===== config.mk =====
export PLATFORM = sky130hd
export DESIGN_NAME = sample_scheduler
export DESIGN_NICKNAME = d
export VERILOG_FILES = /design/src/rtl/sample_scheduler.sv
export SDC_FILE = /design/constraint.sdc
export NUM_CORES = 1
export LEC_CHECK = 0
export CORE_ASPECT_RATIO = 2
export CORE_MARGIN = 2
export CORE_UTILIZATION = 30
export DETAILED_ROUTE_END_ITERATION = 10
export PLACE_DENSITY = 0.64
export SYNTH_ARGS = -nofsm -noshare
export SYNTH_HDL_FRONTEND = slang
export SYNTH_SLANG_ARGS = --single-unit

===== constraint.sdc =====
create_clock -name clk_i -period 2.8 [get_ports clk_i]
set_input_delay 0.56 -clock clk_i [delete_from_list [all_inputs] [get_ports clk_i]]
set_output_delay 0.56 -clock clk_i [all_outputs]
set_load 0.01 [all_outputs]

===== src/rtl/sample_scheduler.sv =====
// Monte Carlo pi-estimate sequencer: clears the pixel image, then writes
// accepted LFSR samples and counts total and inside-circle hits.
module sample_scheduler #(
    parameter int X_MAX     = 480,
    parameter int Y_MAX     = 480,
    parameter int N_SAMPLES = 65536,
    parameter int CNT_W     = 17
) (
    input  logic             clk_i,
    input  logic             rst_ni,
    input  logic             start_i,
    input  logic             abort_i,
    input  logic             sample_valid_i,
    input  logic [8:0]       sample_x_i,
    input  logic [8:0]       sample_y_i,
    input  logic             sample_inside_i,
    output logic             wr_en_o,
    output logic [9:0]       wr_x_o,
    output logic [9:0]       wr_y_o,
    output logic             wr_color_o,
    output logic             busy_o,
    output logic             done_o,
    output logic [CNT_W-1:0] total_cnt_o,
    output logic [CNT_W-1:0] inside_cnt_o
);

    typedef enum logic [1:0] {IDLE, CLEAR, RUN, DONE} state_t;

    localparam logic [9:0]       X_LIM    = 10'(X_MAX);
    localparam logic [9:0]       Y_LIM    = 10'(Y_MAX);
    localparam logic [9:0]       X_LAST   = 10'(X_MAX - 1);
    localparam logic [9:0]       Y_LAST   = 10'(Y_MAX - 1);
    localparam logic [CNT_W-1:0] CNT_LAST = CNT_W'(N_SAMPLES - 1);
    localparam logic [CNT_W-1:0] CNT_ONE  = CNT_W'(1);

    state_t           state_q, state_d;
    logic             wr_en_q, wr_en_d;
    logic [9:0]       wr_x_q, wr_x_d;
    logic [9:0]       wr_y_q, wr_y_d;
    logic             wr_color_q, wr_color_d;
    logic             busy_q, busy_d;
    logic             done_q, done_d;
    logic [CNT_W-1:0] total_q, total_d;
    logic [CNT_W-1:0] inside_q, inside_d;

    logic [9:0] sampleX, sampleY;
    logic       accept;
    logic       lastClear;

    assign sampleX   = {1'b0, sample_x_i};
    assign sampleY   = {1'b0, sample_y_i};
    assign accept    = sample_valid_i && (sampleX < X_LIM) && (sampleY < Y_LIM);
    assign lastClear = (wr_x_q == X_LAST) && (wr_y_q == Y_LAST);

    always_comb begin
        state_d    = state_q;
        wr_en_d    = 1'b0;
        wr_x_d     = wr_x_q;
        wr_y_d     = wr_y_q;
        wr_color_d = wr_color_q;
        busy_d     = busy_q;
        done_d     = done_q;
        total_d    = total_q;
        inside_d   = inside_q;

        if (abort_i) begin
            state_d = IDLE;
            busy_d  = 1'b0;
            done_d  = 1'b0;
        end else begin
            unique case (state_q)
                IDLE, DONE: begin
                    // The first clear write is already presented on the start edge.
                    if (start_i) begin
                        state_d    = CLEAR;
                        wr_en_d    = 1'b1;
                        wr_x_d     = '0;
                        wr_y_d     = '0;
                        wr_color_d = 1'b0;
                        busy_d     = 1'b1;
                        done_d     = 1'b0;
                        total_d    = '0;
                        inside_d   = '0;
                    end
                end
                CLEAR: begin
                    if (lastClear) begin
                        state_d = RUN;
                    end else begin
                        wr_en_d    = 1'b1;
                        wr_color_d = 1'b0;
                        if (wr_x_q == X_LAST) begin
                            wr_x_d = '0;
                            wr_y_d = wr_y_q + 10'd1;
                        end else begin
                            wr_x_d = wr_x_q + 10'd1;
                        end
                    end
                end
                RUN: begin
                    if (accept) begin
                        wr_en_d    = 1'b1;
                        wr_x_d     = sampleX;
                        wr_y_d     = sampleY;
                        wr_color_d = 1'b1;
                        total_d    = total_q + CNT_ONE;
                        inside_d   = inside_q + {{(CNT_W-1){1'b0}}, sample_inside_i};
                        if (total_q == CNT_LAST) begin
                            state_d = DONE;
                            busy_d  = 1'b0;
                            done_d  = 1'b1;
                        end
                    end
                end
                default: begin
                    state_d = IDLE;
                    busy_d  = 1'b0;
                    done_d  = 1'b0;
                end
            endcase
        end
    end

    always_ff @(posedge clk_i or negedge rst_ni) begin
        if (!rst_ni) begin
            state_q    <= IDLE;
            wr_en_q    <= 1'b0;
            wr_x_q     <= '0;
            wr_y_q     <= '0;
            wr_color_q <= 1'b0;
            busy_q     <= 1'b0;
            done_q     <= 1'b0;
            total_q    <= '0;
            inside_q   <= '0;
        end else begin
            state_q    <= state_d;
            wr_en_q    <= wr_en_d;
            wr_x_q     <= wr_x_d;
            wr_y_q     <= wr_y_d;
            wr_color_q <= wr_color_d;
            busy_q     <= busy_d;
            done_q     <= done_d;
            total_q    <= total_d;
            inside_q   <= inside_d;
        end
    end

    assign wr_en_o      = wr_en_q;
    assign wr_x_o       = wr_x_q;
    assign wr_y_o       = wr_y_q;
    assign wr_color_o   = wr_color_q;
    assign busy_o       = busy_q;
    assign done_o       = done_q;
    assign total_cnt_o  = total_q;
    assign inside_cnt_o = inside_q;

endmodule


== Yosys cells after proc, flatten, opt, wreduce, memory -nomap -nowiden ==
Index checks and enable logic that the tools add are counted.
W data, S select, Z words.

* Register bits: 60
* Latch bits: 0
* Memory bits (writable): 0
* ROM bits: 0
* Input port bits: 24
* Output and inout port bits: 58
* Word-level logic and storage cells: 80
* Memories kept: 0

* Add/sub/neg operators: 4
* Multiply operators: 0
* Divide/modulo/power cells: 0
* $lt $le $gt $ge: 2
* Eq/ne operators: 14
* Shift-type cells: 0
* Mux-type cells: 38
* Bitwise operators: 1
* Reduce and logical (&&, ||, !) cells: 12

{| class="wikitable"
|+ Operator list
! operator !! number
|-
| $mux W10 || 7
|-
| $pmux W17 S2 || 2
|-
| $pmux W10 S3 || 2
|-
| $mux W17 || 3
|-
| $add A10 B1 Y10 const B || 2
|-
| $eq A10 B9 Y1 const B || 2
|-
| $lt A9 B9 Y1 const B || 2
|-
| $add A17 B1 Y17 || 1
|-
| $add A17 B1 Y17 const B || 1
|-
| $eq A17 B16 Y1 const B || 1
|-
| $reduce_and A4 Y1 || 4
|-
| $mux W1 || 14
|-
| $ne A3 B3 Y1 const B || 4
|-
| $mux W2 || 5
|-
| $ne A2 B2 Y1 const B || 4
|-
| $pmux W1 S3 || 2
|-
| $pmux W2 S3 || 1
|-
| $reduce_and A5 Y1 || 1
|-
| $eq A2 B2 Y1 const B || 2
|-
| $pmux W1 S2 || 2
|-
| $logic_and A1 B1 Y1 || 3
|-
| $reduce_bool A3 Y1 || 1
|-
| $eq A2 B1 Y1 const B || 1
|-
| $logic_not A2 Y1 || 1
|-
| other kinds (3) || 3
|}

== Logic depth before layout (Yosys ltp) ==
* Depth in word-level cells: 6
* Gate-level depth with buffers: 11

== Worst setup path before layout ==
No wires, ideal clock.

* Path kind: register to register
* Start point: register total_q[0] (netlist: total_cnt_o[0])
* End point: register state_q[0]
* Setup time: 0.119 ns
* Arrival time: 2.232 ns
* Required time: 2.681 ns
* Slack: 0.449 ns
* Cell stages (with the launch flop): 11
* Path buffers: 0
* Cell sequence: dfrtp_1 -> ha_1 -> nand3_1 -> nor4_1 -> and4_1 -> and3_1 -> ha_1 -> a41oi_1 -> nor2_1 -> a31oi_1 -> o21a_1

* Cells in the longest elaborated chain, start to end: 3

{| class="wikitable"
|+ RTL lines
! item !! line !! RTL
|-
| start: declaration || 43 || <nowiki>logic [CNT_W-1:0] total_q, total_d;</nowiki>
|-
| start signal: assignment || 143 || <nowiki>total_q <= total_d;</nowiki>
|-
| $eq A17 B16 Y1 || 108 || <nowiki>if (total_q == CNT_LAST) begin</nowiki>
|-
| $ne A3 B3 Y1 (no line) || - ||
|-
| $reduce_and A4 Y1 (no line) || - ||
|-
| end signal: assignment || 136 || <nowiki>state_q <= state_d;</nowiki>
|-
| end: declaration || 36 || <nowiki>state_t state_q, state_d;</nowiki>
|}

Every way passes these cells.
A chain may end at the register's enable or synchronous reset.

== Final worst setup path ==
Ends and elaborated chain as after synthesis.

==> flow_metrics.env <==
export IMPL_outcome="finished clean"
export IMPL_synthMuxAreaShare=0.0142
export IMPL_final_common_cell="clkdlybuf4s50_1"
export IMPL_worst_slew_pin_transition_ns=0.815
export IMPL_reg2reg_slack_ns=0.16
export IMPL_final_layout_size_suffix_gt1_frac=0.0848
export IMPL_routed_wl_um=11700
export IMPL_max_freq_mhz=378
export IMPL_firstDrtPassIters=4
export IMPL_antenna_cells=0
export IMPL_critPathKind="reg -> reg"
export IMPL_fin_area_sq_um=4950
export IMPL_cap_violations=0
export IMPL_avgSynthCellArea_sq_um=8.51
export IMPL_slew_headroom=0.457
export IMPL_finalMaxSlewViolations=0
export IMPL_cts_inserted_buffers=9
export IMPL_antenna_found_initial=0
export IMPL_final_cell_mix="clkdlybuf4s50_1, nand2_1, dfrtp_1"
export IMPL_fill_cells=1176
export IMPL_min_period_ns=2.64
export IMPL_cp_end_kind="flop"
export IMPL_rows=56
export IMPL_path_clk_slew_ns=0.05
export IMPL_synth_compound_area_share=0.207
export IMPL_pwr_share_clk=0.309
export IMPL_switching_share=0.370
export IMPL_holdWs_ns=0.376
export IMPL_clock_sinks=60
export IMPL_synth_simple_area_share=0.290
export IMPL_gp_congestion=0.838
export IMPL_cts_root_buf="clkbuf_16"
export IMPL_die_area_sq_um=13000
export IMPL_netlist_instances=425
export IMPL_final_net_count=546
export IMPL_cp_arrival_ns=2.86
export IMPL_hp_class="in -> async"
export IMPL_synth_seq_area_share=0.415
export IMPL_synth_xor_area_share=0
export IMPL_r2r_end="state_q[0]$_DFFE_PN0P_"
export IMPL_dp_slack_ns=0.00309
export IMPL_grt_pass1_wl_um=18200
export IMPL_power_leakage_nw=1.95
export IMPL_fin_ws_ns=0.156
export IMPL_routedWlPerCell_um=17.6
export IMPL_num_io_pins=82
export IMPL_drc=0
export IMPL_dpl_hpwl_um=8620
export IMPL_timing_final_crit_share=0.944
export IMPL_critPathMaxFanout=5
export IMPL_yosys_warnings=0
export IMPL_synth_edf_count=0
export IMPL_die_w_um=81.6
export IMPL_skew_ns=0.00609
export IMPL_core_sq_um=11800
export IMPL_r2r_cells=11
export IMPL_timing_rr_start="total_cnt_o[0]$_DFFE_PN0P_"
export IMPL_intPower_mw=2.15
export IMPL_synth_area_sq_um=3620
export IMPL_grt_pass1_vias=3626
export IMPL_ys_types=52
export IMPL_syn_num_nets=457
export IMPL_clk_path_buf_depth=2
export IMPL_combinationalPowerShare=0.362
export IMPL_drtIter0Drc=168
export IMPL_grt_max_degree=61
export IMPL_p_sw_mw=1.26
export IMPL_ys_seq_elements=60
export IMPL_syn_to_final_growth_pct=36.8
export IMPL_setup_violations=0
export IMPL_ir_worst_vdd_mv=0.489
export IMPL_async_flop_share=1.00
export IMPL_via_count=3727
export IMPL_ant_nets=0
export IMPL_start_util=0.307
export IMPL_htree_levels=3
export IMPL_vias_per_cell=5.61
export IMPL_synth_top_family_by_area="simple AND/OR/NAND/NOR gates"
export IMPL_placed_area_sq_um=4640
export IMPL_fin_util=0.420
export IMPL_ys_flop_type="dfrtp_1"
export IMPL_grt_usage=0.181
export IMPL_synthAdderAreaFrac=0.0277
export IMPL_grt_overflow_total=0
export IMPL_finalHoldViolCount=0
export IMPL_worstSkewPairLatency_ns=0.34
export IMPL_io_buffers=81
export IMPL_chipHeight_um=159
export IMPL_cp_start_kind="flop"
export IMPL_p_seq_frac=0.329
export IMPL_crit_required_ns=3.02
export IMPL_powerDensity_nw_per_um2=690
export IMPL_cts_tree="yes"
## stage by stage
| stage | power [mW] | TNS, ns | std cells |
|---|---|---|---|
| final | 3.41 | 0 | 664 |
| after global routing | 3.60 | -0.00679 | 664 |
| after CTS | 3.42 | 0 | 664 |
| after detailed placement | 2.36 | 0 | 648 |
| after global placement | 2.33 | 0 | 648 |
| after floorplan | 1.82 | 0 | 425 |
## worst max path at each step
stage,startpoint,endpoint,slack [ns],depth (start not counted)
2_1_floorplan,total_cnt_o[0]$_DFFE_PN0P_,state_q[0]$_DFFE_PN0P_,0.45,10
3_3_place_gp,start_i,wr_y_o[9]$_DFFE_PN0P_,0.04,6
3_5_place_dp,total_cnt_o[0]$_DFFE_PN0P_,state_q[0]$_DFFE_PN0P_,0.003,11
4_1_cts,total_cnt_o[0]$_DFFE_PN0P_,state_q[0]$_DFFE_PN0P_,0.05,11
5_1_grt,total_cnt_o[0]$_DFFE_PN0P_,state_q[0]$_DFFE_PN0P_,-0.007,11
6_report,total_cnt_o[0]$_DFFE_PN0P_,state_q[0]$_DFFE_PN0P_,0.16,11
## kinds of logic (layout without fill, tap and decap cells)
| logic type | count (synthesis) | after routing |
|---|---|---|
| AO/OA/AOI/OAI | 114 | 114 |
| adder cells (fa/ha/maj) | 8 | 8 |
| multiplexers | 5 | 5 |
| buffers and inverters | 36 | 130 |
| flip-flops | 60 | 60 |
| AND/OR/NAND/NOR | 202 | 202 |
## routing by layer
| metal | track usage | part of all wire | wire [um] | vias to the layer above |
|---|---|---|---|---|
| li1 | - | - | - | 1782 |
| met1 | 0.182 | 0.36 | 4200 | 1794 |
| met2 | 0.337 | 0.55 | 6480 | 123 |
| met3 | 0.0346 | 0.047 | 548 | 28 |
| met4 | 0.0924 | 0.040 | 467 | 0 |
| met5 | 0 | 0 | 0 | - |
## timing repair
| item | in CTS | in global routing |
|---|---|---|
| pin swaps | 1 | 1 |
| resized for setup | 2 | 3 |
| setup endpoints to repair | 2 | 3 |
| hold buffers | 0 | 0 |
| buffers inserted | 0 | 0 |
## flip-flops by register name, indices dropped and copies added, names as in the netlist
signal / flops
wr_en_o: 1
state_q: 2
done_o: 1
total_cnt_o: 17
wr_y_o: 10
wr_color_o: 1
busy_o: 1
inside_cnt_o: 17
wr_x_o: 10
## cells in the mapped netlist (all sizes together) (4+ instances only)
cell / count / area (sq um)
nand4b: 9 / 78.8
or4: 4 / 30.0
a31oi: 8 / 50.1
o221ai: 5 / 43.8
o22ai: 4 / 25.0
o211ai: 11 / 82.6
o21ai: 30 / 154
nand3b: 4 / 30.0
ha: 8 / 100
a21oi: 20 / 100
inv: 12 / 45.0
mux2i: 4 / 40.0
nand2: 66 / 248
a32oi: 4 / 35.0
dfrtp: 60 / 1500
or3: 4 / 25.0
nand3: 23 / 115
nand4: 12 / 75.1
buf: 7 / 58.8
nor4: 11 / 68.8
clkbuf: 16 / 60.1
and3: 13 / 81.3
o31ai: 11 / 82.6
nor3: 13 / 76.3
nor2: 28 / 105
## critical path: stages, from the launching register on
cell and delay (ns):
dfrtp_1 0.40, ha_1 0.22, nand3_2 0.14, nor4_4 0.27, buf_4 0.17, and4_1 0.24
and3_1 0.18, ha_1 0.21, a41oi_2 0.19, nor2_2 0.20, a31oi_1 0.10, o21a_1 0.20
## power groups by stage
stage	clock [mW]	combinational (mW)	sequential (mW)
final	1.05	1.24	1.12
after global routing	1.12	1.34	1.14
after CTS	1.06	1.23	1.12
after detailed placement	0	1.22	1.13
after global placement	0	1.20	1.13
after floorplan	0	0.677	1.14
## area by class of cell
type                       count  area (sq um)  area share
clock inverter                 1          5.00     0.00101
sequential                    60          1500       0.303
timing repair buffer         101           956       0.193
clock buffer                  15           278      0.0561
inverter                      13          48.8     0.00986
multi-input combinational    329          1980       0.400
tap                          145           181      0.0367
No activity file was read; power rests on OpenSTA's default activity.
